[src/rtl/time_set_sequencer.sv]
// time_set_sequencer: debounced buttons, RUN/SET sequencing,
// field select, inc/dec strobes with auto-repeat, blink control.
//
// Ports:
//   clk, rst          system clock, synchronous active-high reset
//   btn_mode/item/up/down  raw async buttons, active-high
//   run_en, set_mode  RUN / SET state indication
//   view_dmy          0 = ss/mm/hh page, 1 = dd/mo/yyyy page
//   item_sel[2:0]     field under adjustment (0..5)
//   inc_pulse/dec_pulse  one-cycle adjust strobes for item_sel
//   blink_on          blank the selected field
//
// Optional: define SET_TIMEOUT_EN to leave SET after
// TIMEOUT_CYC cycles of inactivity.
module time_set_sequencer #(
  parameter int unsigned DEBOUNCE_CYC     = 1_000_000,
  parameter int unsigned REPEAT_DELAY_CYC = 25_000_000,
  parameter int unsigned REPEAT_RATE_CYC  = 5_000_000,
  parameter int unsigned BLINK_HALF_CYC   = 12_500_000,
  parameter int unsigned TIMEOUT_CYC      = 500_000_000
) (
  input  logic       clk,
  input  logic       rst,
  input  logic       btn_mode,
  input  logic       btn_item,
  input  logic       btn_up,
  input  logic       btn_down,
  output logic       run_en,
  output logic       set_mode,
  output logic       view_dmy,
  output logic [2:0] item_sel,
  output logic       inc_pulse,
  output logic       dec_pulse,
  output logic       blink_on
);

  localparam int unsigned RP_MAX =
    (REPEAT_DELAY_CYC > REPEAT_RATE_CYC) ?
    REPEAT_DELAY_CYC : REPEAT_RATE_CYC;

  localparam int DBW = $clog2(DEBOUNCE_CYC + 1);
  localparam int RPW = $clog2(RP_MAX + 1);
  localparam int BKW = $clog2(BLINK_HALF_CYC + 1);

  localparam logic [DBW-1:0] DB_LAST =
    DBW'(DEBOUNCE_CYC - 1);
  localparam logic [RPW-1:0] RP_DELAY =
    RPW'(REPEAT_DELAY_CYC - 1);
  localparam logic [RPW-1:0] RP_RATE =
    RPW'(REPEAT_RATE_CYC - 1);
  localparam logic [BKW-1:0] BK_LAST =
    BKW'(BLINK_HALF_CYC - 1);

  typedef enum logic {
    S_RUN = 1'b0,
    S_SET = 1'b1
  } state_t;

  // Button bit order: 0 mode, 1 item, 2 up, 3 down.
  logic [3:0]     raw;
  logic [3:0]     sync1;
  logic [3:0]     sync2;
  logic [3:0]     db;
  logic [3:0]     db_q;
  logic [3:0]     press;
  logic [DBW-1:0] db_cnt [4];

  assign raw = {btn_down, btn_up, btn_item, btn_mode};

  always_ff @(posedge clk) begin
    if (rst) begin
      sync1 <= '0;
      sync2 <= '0;
      db    <= '0;
      db_q  <= '0;
      for (int i = 0; i < 4; i++) begin
        db_cnt[i] <= '0;
      end
    end else begin
      sync1 <= raw;
      sync2 <= sync1;
      db_q  <= db;
      for (int i = 0; i < 4; i++) begin
        // Any cycle that agrees with the accepted level
        // restarts the stability count.
        if (sync2[i] == db[i]) begin
          db_cnt[i] <= '0;
        end else if (db_cnt[i] == DB_LAST) begin
          db[i]     <= sync2[i];
          db_cnt[i] <= '0;
        end else begin
          db_cnt[i] <= db_cnt[i] + DBW'(1);
        end
      end
    end
  end

  assign press = db & ~db_q;

  logic ev_mode;
  logic ev_item;
  logic ev_up;
  logic ev_dn;
  logic db_up;
  logic db_dn;
  logic up_only;
  logic dn_only;
  logic both_held;
  logic any_held;

  assign ev_mode   = press[0];
  assign ev_item   = press[1];
  assign ev_up     = press[2];
  assign ev_dn     = press[3];
  assign db_up     = db[2];
  assign db_dn     = db[3];
  assign up_only   = db_up & ~db_dn;
  assign dn_only   = db_dn & ~db_up;
  assign both_held = db_up & db_dn;
  assign any_held  = db_up | db_dn;

  state_t         state;
  state_t         state_n;
  logic [2:0]     item_n;
  logic           view_n;
  logic           inc_n;
  logic           dec_n;
  logic           blink_n;

  // Auto-repeat: armed only by a press taken in SET.
  logic           armed;
  logic           armed_n;
  logic           rpt_dn;
  logic           dir_n;
  logic           rpt_first;
  logic           first_n;
  logic [RPW-1:0] rpt_cnt;
  logic [RPW-1:0] rpt_n;
  logic [RPW-1:0] rpt_lim;

  logic [BKW-1:0] bcnt;
  logic [BKW-1:0] bcnt_n;
  logic           blink_ph;
  logic           ph_n;

  logic           leave;

`ifdef SET_TIMEOUT_EN
  localparam int TOW = $clog2(TIMEOUT_CYC + 1);
  localparam logic [TOW-1:0] TO_LAST = TOW'(TIMEOUT_CYC);

  logic [TOW-1:0] to_cnt;
  logic [TOW-1:0] to_n;
  logic           to_hit;

  assign to_hit = (to_cnt == TO_LAST);
  assign leave  = ev_mode | to_hit;
`else
  assign leave  = ev_mode;
`endif

  assign rpt_lim = rpt_first ? RP_DELAY : RP_RATE;

  always_comb begin
    state_n = state;
    item_n  = item_sel;
    view_n  = view_dmy;
    inc_n   = 1'b0;
    dec_n   = 1'b0;
    armed_n = armed;
    dir_n   = rpt_dn;
    first_n = rpt_first;
    rpt_n   = rpt_cnt;
    bcnt_n  = bcnt;
    ph_n    = blink_ph;
`ifdef SET_TIMEOUT_EN
    to_n    = to_cnt;
`endif
    unique case (state)
      S_RUN: begin
        armed_n = 1'b0;
        rpt_n   = '0;
        bcnt_n  = '0;
        ph_n    = 1'b0;
`ifdef SET_TIMEOUT_EN
        to_n    = '0;
`endif
        if (ev_mode) begin
          state_n = S_SET;
          item_n  = view_dmy ? 3'd3 : 3'd0;
        end else if (ev_item) begin
          view_n = ~view_dmy;
        end
      end
      S_SET: begin
        if (bcnt == BK_LAST) begin
          bcnt_n = '0;
          ph_n   = ~blink_ph;
        end else begin
          bcnt_n = bcnt + BKW'(1);
        end

        // Losing the single-button hold drops the repeat;
        // only a fresh press can re-arm it.
        if (armed) begin
          if (both_held ||
              !(rpt_dn ? dn_only : up_only)) begin
            armed_n = 1'b0;
            rpt_n   = '0;
          end else if (rpt_cnt == rpt_lim) begin
            inc_n   = ~rpt_dn;
            dec_n   = rpt_dn;
            rpt_n   = '0;
            first_n = 1'b0;
          end else begin
            rpt_n = rpt_cnt + RPW'(1);
          end
        end else begin
          rpt_n = '0;
        end

`ifdef SET_TIMEOUT_EN
        if ((|press) || any_held) begin
          to_n = '0;
        end else if (!to_hit) begin
          to_n = to_cnt + TOW'(1);
        end
`endif

        if (leave) begin
          state_n = S_RUN;
          inc_n   = 1'b0;
          dec_n   = 1'b0;
          armed_n = 1'b0;
          rpt_n   = '0;
        end else if (ev_item) begin
          item_n  = (item_sel == 3'd5) ?
                    3'd0 : item_sel + 3'd1;
          view_n  = (item_n >= 3'd3);
          bcnt_n  = '0;
          ph_n    = 1'b0;
          inc_n   = 1'b0;
          dec_n   = 1'b0;
        end else if (ev_up && !db_dn) begin
          inc_n   = 1'b1;
          dec_n   = 1'b0;
          armed_n = 1'b1;
          dir_n   = 1'b0;
          first_n = 1'b1;
          rpt_n   = '0;
        end else if (ev_dn && !db_up) begin
          inc_n   = 1'b0;
          dec_n   = 1'b1;
          armed_n = 1'b1;
          dir_n   = 1'b1;
          first_n = 1'b1;
          rpt_n   = '0;
        end
      end
    endcase
  end

  assign blink_n = (state_n == S_SET) & ph_n & ~any_held;

  always_ff @(posedge clk) begin
    if (rst) begin
      state     <= S_RUN;
      item_sel  <= '0;
      view_dmy  <= 1'b0;
      inc_pulse <= 1'b0;
      dec_pulse <= 1'b0;
      blink_on  <= 1'b0;
      armed     <= 1'b0;
      rpt_dn    <= 1'b0;
      rpt_first <= 1'b0;
      rpt_cnt   <= '0;
      bcnt      <= '0;
      blink_ph  <= 1'b0;
`ifdef SET_TIMEOUT_EN
      to_cnt    <= '0;
`endif
    end else begin
      state     <= state_n;
      item_sel  <= item_n;
      view_dmy  <= view_n;
      inc_pulse <= inc_n;
      dec_pulse <= dec_n;
      blink_on  <= blink_n;
      armed     <= armed_n;
      rpt_dn    <= dir_n;
      rpt_first <= first_n;
      rpt_cnt   <= rpt_n;
      bcnt      <= bcnt_n;
      blink_ph  <= ph_n;
`ifdef SET_TIMEOUT_EN
      to_cnt    <= to_n;
`endif
    end
  end

  assign set_mode = (state == S_SET);
  assign run_en   = (state == S_RUN);

endmodule

[config.mk]
export PLATFORM = sky130hd
export DESIGN_NAME = time_set_sequencer
export DESIGN_NICKNAME = d
export VERILOG_FILES = /design/src/rtl/time_set_sequencer.sv
export SDC_FILE = /design/constraint.sdc
export NUM_CORES = 1
export LEC_CHECK = 0
export BUFFER_PORTS_ARGS = -buffer_cell sky130_fd_sc_hd__buf_4
export CAP_MARGIN = 5
export CORE_MARGIN = 2
export CORE_UTILIZATION = 52
export DETAILED_ROUTE_END_ITERATION = 7
export GPL_TIMING_DRIVEN = 0
export PLACE_DENSITY = 0.68
export SLEW_MARGIN = 15
export SYNTH_ARGS = -nofsm -noshare
export SYNTH_HDL_FRONTEND = slang
export SYNTH_SLANG_ARGS = --single-unit
[constraint.sdc]
create_clock -name clk -period 3.2 [get_ports clk]
set_input_delay 0.16 -clock clk [delete_from_list [all_inputs] [get_ports clk]]
set_output_delay 0.16 -clock clk [all_outputs]
set_load 0.01 [all_outputs]
==> qor.yml, run 1 <==
cp.required_ns: 3.36
io_buffers: 14
yosys_warnings: 0
drv_cap: 0
post_cts_buffers: 0
io_pins: 15
power_uw: 4469
cts_tree: "built"
grt_pass1_vias: 5846
synth_edf_count: 80
fin_crit_sh_pct: 83.00
vias: 6086
power_density_mw_per_mm2: 484.3
num_rows: 45
synth_ff_type: "edfxtp_1"
avgViaCountPerCell: 5.362
ys_types: 55
grt_pass1_wl_mm: 26.90
core_sq_mm: 0.01503
nets: 948
syn_to_final_growth_pct: 16.49
internal_power_uw: 3553
antenna_found_initial: 0
tns_ns: 0
drive_gt1_share_pct: 7.286
die_area_sq_mm: 0.01624
htree_num_levels: 4
clkTransAtPathRegs_ns: 0.06
cts_buffers: 17
die_x_microns: 127.4
fin_skew_ns: 0.006738
comb_power_share_pct: 2.5
hold-worst-slack_ns: 0.09591
design_area_sq_mm: 0.009228
swShare_pct: 20.50
globalRouteOverflowTotal: 0
ant_nets: 0
clockBufferDepth: 2
grt_usage_pct: 20.31
min_path_type: "in2reg"
start_kind: "flop"
min_period_ns: 2.656
initial_core_util_pct: 52.69
drt_iter0_drc: 396
max_slew_margin_pct: 51.67
drt-total-wl_mm: 15.30
seq_area_frac_synth_pct: 49.79
criticalPathCategory: "reg2reg"
drv_slew: 0
multi_input_area_sq_mm: 0.004003
n_fill_cell: 1286
antenna-diode-count: 0
grt_max_degree: 17
p_clk_share_pct: 48.1
cp_max_fo: 10
arrival_ns: 2.81
synth-seq-cells: 157
worstMarginPinSlew_ns: 0.7201
drc: 0
pwr-share-seq_pct: 49.5
rsz0062_at_grt: "false"
cts-root-buf: "clkbuf_16"
syn_area_per_cell_sq_um: 9.684
cts.sinks: 157
p_leak_uw: 0.002957
ys_async_sr_fraction_pct: 0
hold_viol_final: 0
endpoint_kind: "flop"
status: "finished, final reports clean"
seqCellArea_sq_mm: 0.003944
mostFrequentLayoutCells: "nor2_1, edfxtp_1, conb_1"
dpl.hpwl_mm: 10.52
fin_util_pct: 61.38
netlist_instances: 818
vdd_drop_max_v: 0.0004668
gp_congestion: 0.8341
layout_commonest_cell: "nor2_1"
dr.pass1.iters: 5
wl_per_cell_microns: 13.48
clock_latency_ns: 0.42
p_sw_uw: 916.1
synth.cell_area_sq_mm: 0.007921
setup_viol: 0
fmax_mhz: 376.5
placed_area_sq_mm: 0.008558
die_h_microns: 127.4
[flip-flops by register name, summed over array words and instances (netlist names)]
name and flops:
view_dmy 1, sync1 4, set_mode 1, rpt_first 1, rpt_dn 1, inc_pulse 1
rpt_cnt 25, sync2 4, bcnt 24, item_sel 3, db_cnt 80, db 4
blink_ph 1, dec_pulse 1, armed 1, db_q 4, blink_on 1
[path summary, 6_finish.rpt]
check | from | to | slack (ns) | cells past startpoint
worst max-delay path | db_cnt[2][0] | db_cnt[2][14] | 0.54 | 6
worst min-delay path | rst | bcnt[17] | 0.1 | 4
worst max register to register | db_cnt[2][0] | db_cnt[2][14] | 0.54 | 6
worst min register to register | sync1[3] | sync2[3] | 0.44 | 1
[synth_stat cells, drive strengths merged, types with 3 or more instances]
library cell | count | share of area [%]
nor4b | 7 | 0.77
nand2 | 43 | 2.0
or4 | 32 | 3.1
nand3b | 3 | 0.28
nor3b | 4 | 0.38
nand3 | 46 | 3.0
nor4 | 24 | 1.9
buf | 9 | 0.87
nand2b | 4 | 0.32
nor2b | 14 | 1.1
inv | 34 | 1.6
or2 | 7 | 0.55
or3 | 30 | 2.4
nand4 | 27 | 2.2
clkbuf | 20 | 0.95
a211oi | 10 | 1.1
nand4b | 6 | 0.66
xor2 | 29 | 3.2
edfxtp | 80 | 30
xnor2 | 50 | 5.5
dfxtp | 77 | 19
nor2 | 85 | 4.0
a21oi | 43 | 2.7
o21ai | 29 | 1.9
and3 | 10 | 0.79
and4 | 8 | 0.88
nor3 | 32 | 2.0
ha | 8 | 1.3
o31ai | 23 | 2.2
[power groups by stage]
stage / logic [uW] / clock network [uW] / registers (uW)
after floorplan: 83.5 / 0 / 2240
after global placement: 103 / 0 / 2250
after global routing: 128 / 2280 / 2220
after CTS: 108 / 2190 / 2210
final: 110 / 2150 / 2210
after detailed placement: 103 / 0 / 2250
[cells by family (layout without fill, tap and decap cells)]
family | after synthesis | after routing | synth area share, %
XOR/XNOR | 79 | 79 | 8.735
adder cells (fa/ha/maj) | 8 | 8 | 1.264
AO/OA/AOI/OAI | 121 | 121 | 9.556
multiplexers | 1 | 1 | 0.1264
other | 1 | 80 | 0.04734
flip-flops | 157 | 157 | 49.79
buffers and inverters | 63 | 113 | 3.427
AND/OR/NAND/NOR | 388 | 388 | 27.06
[per-layer routing]
metal  global-route usage, %  up-vias  wire [microns]
met1                   27.40     2800            7557
met4                   6.270        0             249
met5                       0        -               0
li1                        -     3191               -
met2                   31.90       77            6983
met3                   5.737       18             508
[critical path, cell delays in order, from the launching register on]
cell      delay [ns]
edfxtp_1        0.41
ha_1            0.21
nand3_1         0.24
or2_0           0.36
o21ai_1         0.61
clkbuf_1        0.45
nor2_1          0.10
[through the flow]
stage	setup slack [ns]	instances
2_1_floorplan	0.9661	897
3_3_place_gp	0.5642	1099
3_5_place_dp	0.5123	1099
4_1_cts	0.4960	1135
5_1_grt	0.2795	1135
6_report	0.5439	1135
[repair_timing]
action / 4_1_cts / 5_1_grt
hold endpoints to repair: 4 / 0
resized for setup: 0 / 0
hold buffers: 4 / 0
[cell type report]
| cell class | instances | area share, % |
|---|---|---|
| timing repair buffer | 18 | 1.573 |
| inverter | 34 | 1.383 |
| clock inverter | 10 | 1.397 |
| tap | 188 | 2.549 |
| sequential | 157 | 42.74 |
| clock buffer | 22 | 5.424 |
| multi-input combinational | 677 | 43.38 |
| buffer | 29 | 1.559 |
(Power assumes the default switching activity.)
==> run 2, diff against run 1 <==
--- a/config.mk
+++ b/config.mk
@@ -5,13 +5,14 @@
 export SDC_FILE = /design/constraint.sdc
 export NUM_CORES = 1
 export LEC_CHECK = 0
+export ABC_AREA = 1
 export BUFFER_PORTS_ARGS = -buffer_cell sky130_fd_sc_hd__buf_4
 export CAP_MARGIN = 5
 export CORE_MARGIN = 2
 export CORE_UTILIZATION = 52
 export DETAILED_ROUTE_END_ITERATION = 7
 export GPL_TIMING_DRIVEN = 0
-export PLACE_DENSITY = 0.68
+export PLACE_DENSITY = 0.71
 export SLEW_MARGIN = 15
 export SYNTH_ARGS = -nofsm -noshare
 export SYNTH_HDL_FRONTEND = slang
==> constraint.sdc (replaced) <==
create_clock -name clk -period 2.4 [get_ports clk]
set_input_delay 0.12 -clock clk [delete_from_list [all_inputs] [get_ports clk]]
set_output_delay 0.12 -clock clk [all_outputs]
set_load 0.01 [all_outputs]
==> run 2 against run 1 <==
  * Worst setup slack lost 0.11 ns
  * Count of clock-buffer cells in the layout shrank 4
  * Clock skew is essentially flat
  * First-iteration DRC count shrank 1.0%
  * Design area grew 6.5%
  * Register-to-register slack lost 0.11 ns
  * Largest cell class unchanged
  * Routed wire length grew 9.9%
  * Global-route usage is essentially flat
  * Core utilization grew 0.067 points
  * Clock power grew 22%
  * Synthesized cell count grew 39%
  * Area after synthesis grew 7.9%
==> qor.yml, run 2 <==
status: "finished, final reports clean"
hold_viol_final: 0
die_area_sq_mm: 0.01748
drive_gt1_share_pct: 8.868
dr.pass1.iters: 5
dp.cells: 1443
r2r-start: "db_cnt[0][0]"
fin_skew_ns: 0.006691
yosysTopAreaCellShare_pct: 28.10
globalRouteOverflowTotal: 0
layout_commonest_cell: "nand2_1"
cp_max_fo: 10
synth-seq-cells: 157
crit_start: "db_cnt[0][0]"
grt_max_degree: 17
io_buffers: 14
fmax_mhz: 507.4
p_leak_uw: 0.003662
initial_core_util_pct: 53.43
clkTransAtPathRegs_ns: 0.06
criticalPathCategory: "reg2reg"
cts-root-buf: "clkbuf_16"
synth_edf_count: 80
syn_to_final_growth_pct: 15.00
drc: 0
avgViaCountPerCell: 4.830
vias: 7144
cts_buffers: 17
wl_per_cell_microns: 11.37
ant_nets: 0
stdcell_count: 1479
cts.sinks: 157
nets: 1264
drv_cap: 0
netlist_instances: 1134
synth_ff_type: "edfxtp_1"
dpl.hpwl_mm: 12.52
synth_top_area_cell: "edfxtp_1"
die_h_microns: 132.2
core_sq_mm: 0.01600
multi_input_area_sq_mm: 0.004343
grt_pass1_wl_mm: 29.45
grt_usage_pct: 20.29
synth.cell_area_sq_mm: 0.008549
setup_viol: 0
antenna-diode-count: 0
min_period_ns: 1.971
ys_top_cells_by_area: "edfxtp_1, dfxtp_1, nand2_1"
syn_area_per_cell_sq_um: 7.539
yosys_warnings: 0
grt_pass1_vias: 6705
seq_area_frac_synth_pct: 46.13
rsz0062_at_grt: "false"
ys_types: 37
start_kind: "flop"
yosys-top-cells-count: "nand2_1, nor2_1, inv_1, edfxtp_1, dfxtp_1"
hp-start: "rst"
arrival_ns: 2.14
endpoint_kind: "flop"
mostFrequentLayoutCells: "nand2_1, nor2_1, inv_1"
num_rows: 46
drv_slew: 0
cp.required_ns: 2.57
n_fill_cell: 1494
yosysMostFrequentCell: "nand2_1"
max_slew_margin_pct: 66.64
clock_latency_ns: 0.42
clockBufferDepth: 2
cts_tree: "built"
largest_reg_flops: 80
htree_num_levels: 4
drt_iter0_drc: 392
ys_async_sr_fraction_pct: 0
gp_congestion: 0.8946
tns_ns: 0
power_density_mw_per_mm2: 582.4
antenna_found_initial: 0
seqCellArea_sq_mm: 0.003944
worstMarginPinSlew_ns: 0.4986
vdd_drop_max_v: 0.0004871
die_x_microns: 132.2
drt-total-wl_mm: 16.82
top_regs: "db_cnt: 80 flops, rpt_cnt: 25 flops, bcnt: 24 flops"
io_pins: 15
regMostFlops: "db_cnt"
power_uw: 5726
min_path_type: "in2reg"
fin_crit_sh_pct: 82.11
-- run 2: cell types whose count changed in the layout (fill, tap and decap cells not counted), sizes merged, moves of 14 or more --
cell,delta
clkbuf,-23
inv,+86
nand2,+237
nand3,+25
nor2,+208
nor2b,-14
nor3,-14
nor4,-24
o21ai,-15
o31ai,-22
or3,-30
or4,-32
xnor2,-24
-- run 2: final timing paths --
| path | cells past startpoint | to | slack, ns |
|---|---|---|---|
| setup / recovery | 9 | db_cnt[0][13] | 0.43 |
| hold / removal | 4 | armed | 0.04 |
| setup reg to reg | 9 | db_cnt[0][13] | 0.43 |
| hold reg to reg | 2 | sync2[3] | 0.40 |
-- run 2: where the power goes --
part | internal, uW | total (uW) | switching, uW | leakage (uW)
Sequential | 2880 | 2940 | 60.2 | 0.00145
Clock | 1530 | 2620 | 1080 | 0.000279
Combinational | 59.7 | 169 | 109 | 0.00194
Total | 4470 | 5730 | 1250 | 0.00366
-- run 2: repair_timing --
action                                 4_1_cts  5_1_grt
buffers inserted                             0        0
endpoints found under the hold margin        4        0
hold buffers                                 4        0
gates resized for setup                      0        0
-- run 2: area by class of cell --
class	count	area share [%]
multi-input cells	923	44.17
well taps	216	2.749
repair buffers	18	1.476
clock buffers	18	4.365
plain buffers	14	1.120
flip-flops and latches	157	40.11
inverters	119	4.569
clock inverters	14	1.438
-- run 2: stage by stage --
stage | hold WS [ns] | worst slack (ns) | area [sq um] | util [%]
detailed placement | 0.3666 | 0.4507 | 9221 | 57.63
global route | 0.07893 | 0.2295 | 9832 | 61.45
floorplan | 0.2270 | 0.7590 | 8846 | -
global placement | 0.3496 | 0.4806 | 9221 | 57.63
finish | 0.03659 | 0.4293 | 9832 | 61.45
CTS | 0.02772 | 0.4179 | 9832 | 61.45
-- run 2: cell families (layout without fill, tap and decap cells) --
logic type,after synthesis,after routing,synth area share [%]
AOI/OAI and AO/OA,65,65,4.156
xor gates and xnor gates,67,67,6.864
adders and majority gates,8,8,1.171
buffers and inverters,133,183,6.542
DFF,157,157,46.13
other,1,80,0.04386
and+or+nand+nor,703,703,35.09
-- run 2: metal layers --
metal  up-vias  wire (microns)  track usage (%)
li1       3773               -                -
met1      3220            8109            27.42
met2       123            7718            32.93
met3        28             684            3.576
met4         0             309            7.228
met5         -               0                0
-- run 2: critical path: stages, from the launching register on --
cell and delay (ns):
edfxtp_1 0.41, ha_1 0.21, nand3_1 0.16, nor2_1 0.20, nand2_1 0.12, nor2_1 0.19
nand2_1 0.09, nand2_1 0.09, buf_4 0.18, a21oi_1 0.06
==> run 3, diff against run 2 <==
==> constraint.sdc (replaced) <==
create_clock -name clk -period 1.6 [get_ports clk]
set_input_delay 0.08 -clock clk [delete_from_list [all_inputs] [get_ports clk]]
set_output_delay 0.08 -clock clk [all_outputs]
set_load 0.01 [all_outputs]
==> run 3 against run 2 <==
  * The run now ends with setup timing left
  * Core utilization is 8.2 points higher
  * Worst setup slack worse by 0.49 ns
  * Sequential share of layout area is 4.6 points lower
  * Via count is 7.0% higher
  * Non-clock buffer count is 65 higher
  * First-iteration DRC count is 6.4% higher
  * Register-to-register slack worse by 0.49 ns
  * Final cell count is 4.4% higher
  * Clock power is 52% higher
  * Design area is 13% higher
  * Clock skew is 0.0025 ns higher
  * Routed wire length is 15% higher
  * Critical path type unchanged
  * Largest power group unchanged
==> qor.yml, run 3 (synthesized netlist as in run 2, its figures left out) <==
status: "finished with violations"
violations: "setup timing"
die_x_microns: 132.2
clock_latency_ns: 0.43
reg2reg_depth: 9
setup_viol: 34
grt_usage_pct: 21.54
cts.sinks: 157
grt_pass1_vias: 7048
avgViaCountPerCell: 4.950
clkTransAtPathRegs_ns: 0.06
endpoint: "db_cnt[0][18]"
min_period_ns: 1.665
cts_buffers: 17
drive_gt1_share_pct: 21.99
fin_crit_sh_pct: 104.0
crit_start: "db_cnt[0][0]"
worstHoldPathCells: 4
syn_to_final_growth_pct: 30.26
hold_viol_final: 0
vias: 7643
cp.required_ns: 1.78
r2r-start: "db_cnt[0][0]"
dr.pass1.iters: 5
cts_tree: "built"
ant_nets: 0
regMostFlops: "db_cnt"
layout_commonest_cell: "nand2_1"
htree_num_levels: 4
core_sq_mm: 0.01600
grt_max_degree: 17
antenna_found_initial: 0
min_path_type: "in2reg"
die_area_sq_mm: 0.01748
drt-total-wl_mm: 19.32
drt_iter0_drc: 417
start_kind: "flop"
seqCellArea_sq_mm: 0.003956
power_density_mw_per_mm2: 787.3
wl_per_cell_microns: 12.51
grt_pass1_wl_mm: 31.05
nets: 1329
top_regs: "db_cnt: 80 flops, rpt_cnt: 25 flops, bcnt: 24 flops"
largest_reg_flops: 80
arrival_ns: 1.84
globalRouteOverflowTotal: 0
dpl.hpwl_mm: 12.41
fmax_mhz: 600.7
vdd_drop_max_v: 0.0007061
ff2ff_setup_slack_ns: -0.06
criticalPathCategory: "reg2reg"
drv_cap: 0
num_rows: 46
gp_congestion: 0.9107
io_pins: 15
mostFrequentLayoutCells: "nand2_1, nor2_1, inv_1"
cp_max_fo: 5
tns_ns: -1.119
io_buffers: 14
fin_skew_ns: 0.009157
antenna-diode-count: 0
fin_ws_ns: -0.06469
cts-root-buf: "clkbuf_16"
rsz0062_at_grt: "true"
r2r-end: "db_cnt[0][18]"
drv_slew: 0
drc: 0
die_h_microns: 132.2
p_leak_uw: 0.004116
endpoint_kind: "flop"
n_fill_cell: 1277
clockBufferDepth: 2
post-place-ws_ns: -0.3056
multi_input_area_sq_mm: 0.004965
initial_core_util_pct: 53.43
## run 3: critical path, stage by stage, from the launching register on
cell	delay [ns]
edfxtp_1	0.39
ha_4	0.16
nand3_4	0.09
nor2_4	0.12
nand2_2	0.09
nor2_4	0.15
nand2_2	0.09
nand2_4	0.11
buf_6	0.15
nor2_2	0.05
## run 3: through the flow
step | hold WS [ns] | cell area (sq um) | util [%] | cells | total power [uW]
2_1_floorplan | 0.1870 | 8859 | - | 1213 | 4663
3_3_place_gp | 0.3058 | 9234 | 57.71 | 1443 | 4730
3_5_place_dp | 0.3100 | 9234 | 57.71 | 1443 | 4736
4_1_cts | 0.04131 | 10430 | 65.17 | 1517 | 8727
5_1_grt | 0.08291 | 11140 | 69.60 | 1544 | 9041
6_report | 0.04608 | 11140 | 69.60 | 1544 | 8768
## run 3: report_power, final
part / internal (uW) / switching [uW] / total (uW)
Clock: 2360 / 1620 / 3990
Sequential: 4320 / 101 / 4420
Combinational: 140 / 221 / 361
## run 3: layer usage
layer  wire length, microns  GRT usage [%]  vias to the layer above  share of wire, %
met5                      0              0                        -                 0
met4                    403          8.542                        0               2.1
met3                    767          3.768                       41               4.0
met2                   9266          35.71                      177                48
met1                   8880          28.15                     3527                46
li1                       -              -                     3898                 -
## run 3: worst min path at each step
stage,startpoint,endpoint,slack [ns]
4_1_cts,rst,db[3],0.04
5_1_grt,rst,db[2],0.08
3_3_place_gp,btn_mode,sync1[0],0.31
2_1_floorplan,btn_mode,sync1[0],0.19
3_5_place_dp,btn_mode,sync1[0],0.31
6_report,rst,db[3],0.05
## run 3: repair_timing
action	in CTS	in global routing
setup endpoints to repair	130	124
gates cloned	4	3
pin swaps	17	33
hold endpoints to repair	8	0
hold buffers	5	0
buffers inserted	33	27
gates resized for setup	61	126
## run 3: final cells by class
type	count	share of cell area [%]
clock buffers	23	4.494
plain buffers	14	1.449
multi-input cells	923	44.58
repair buffers	83	6.741
inverters	119	4.056
well taps	216	2.427
flip-flops and latches	157	35.52
clock inverters	9	0.7303
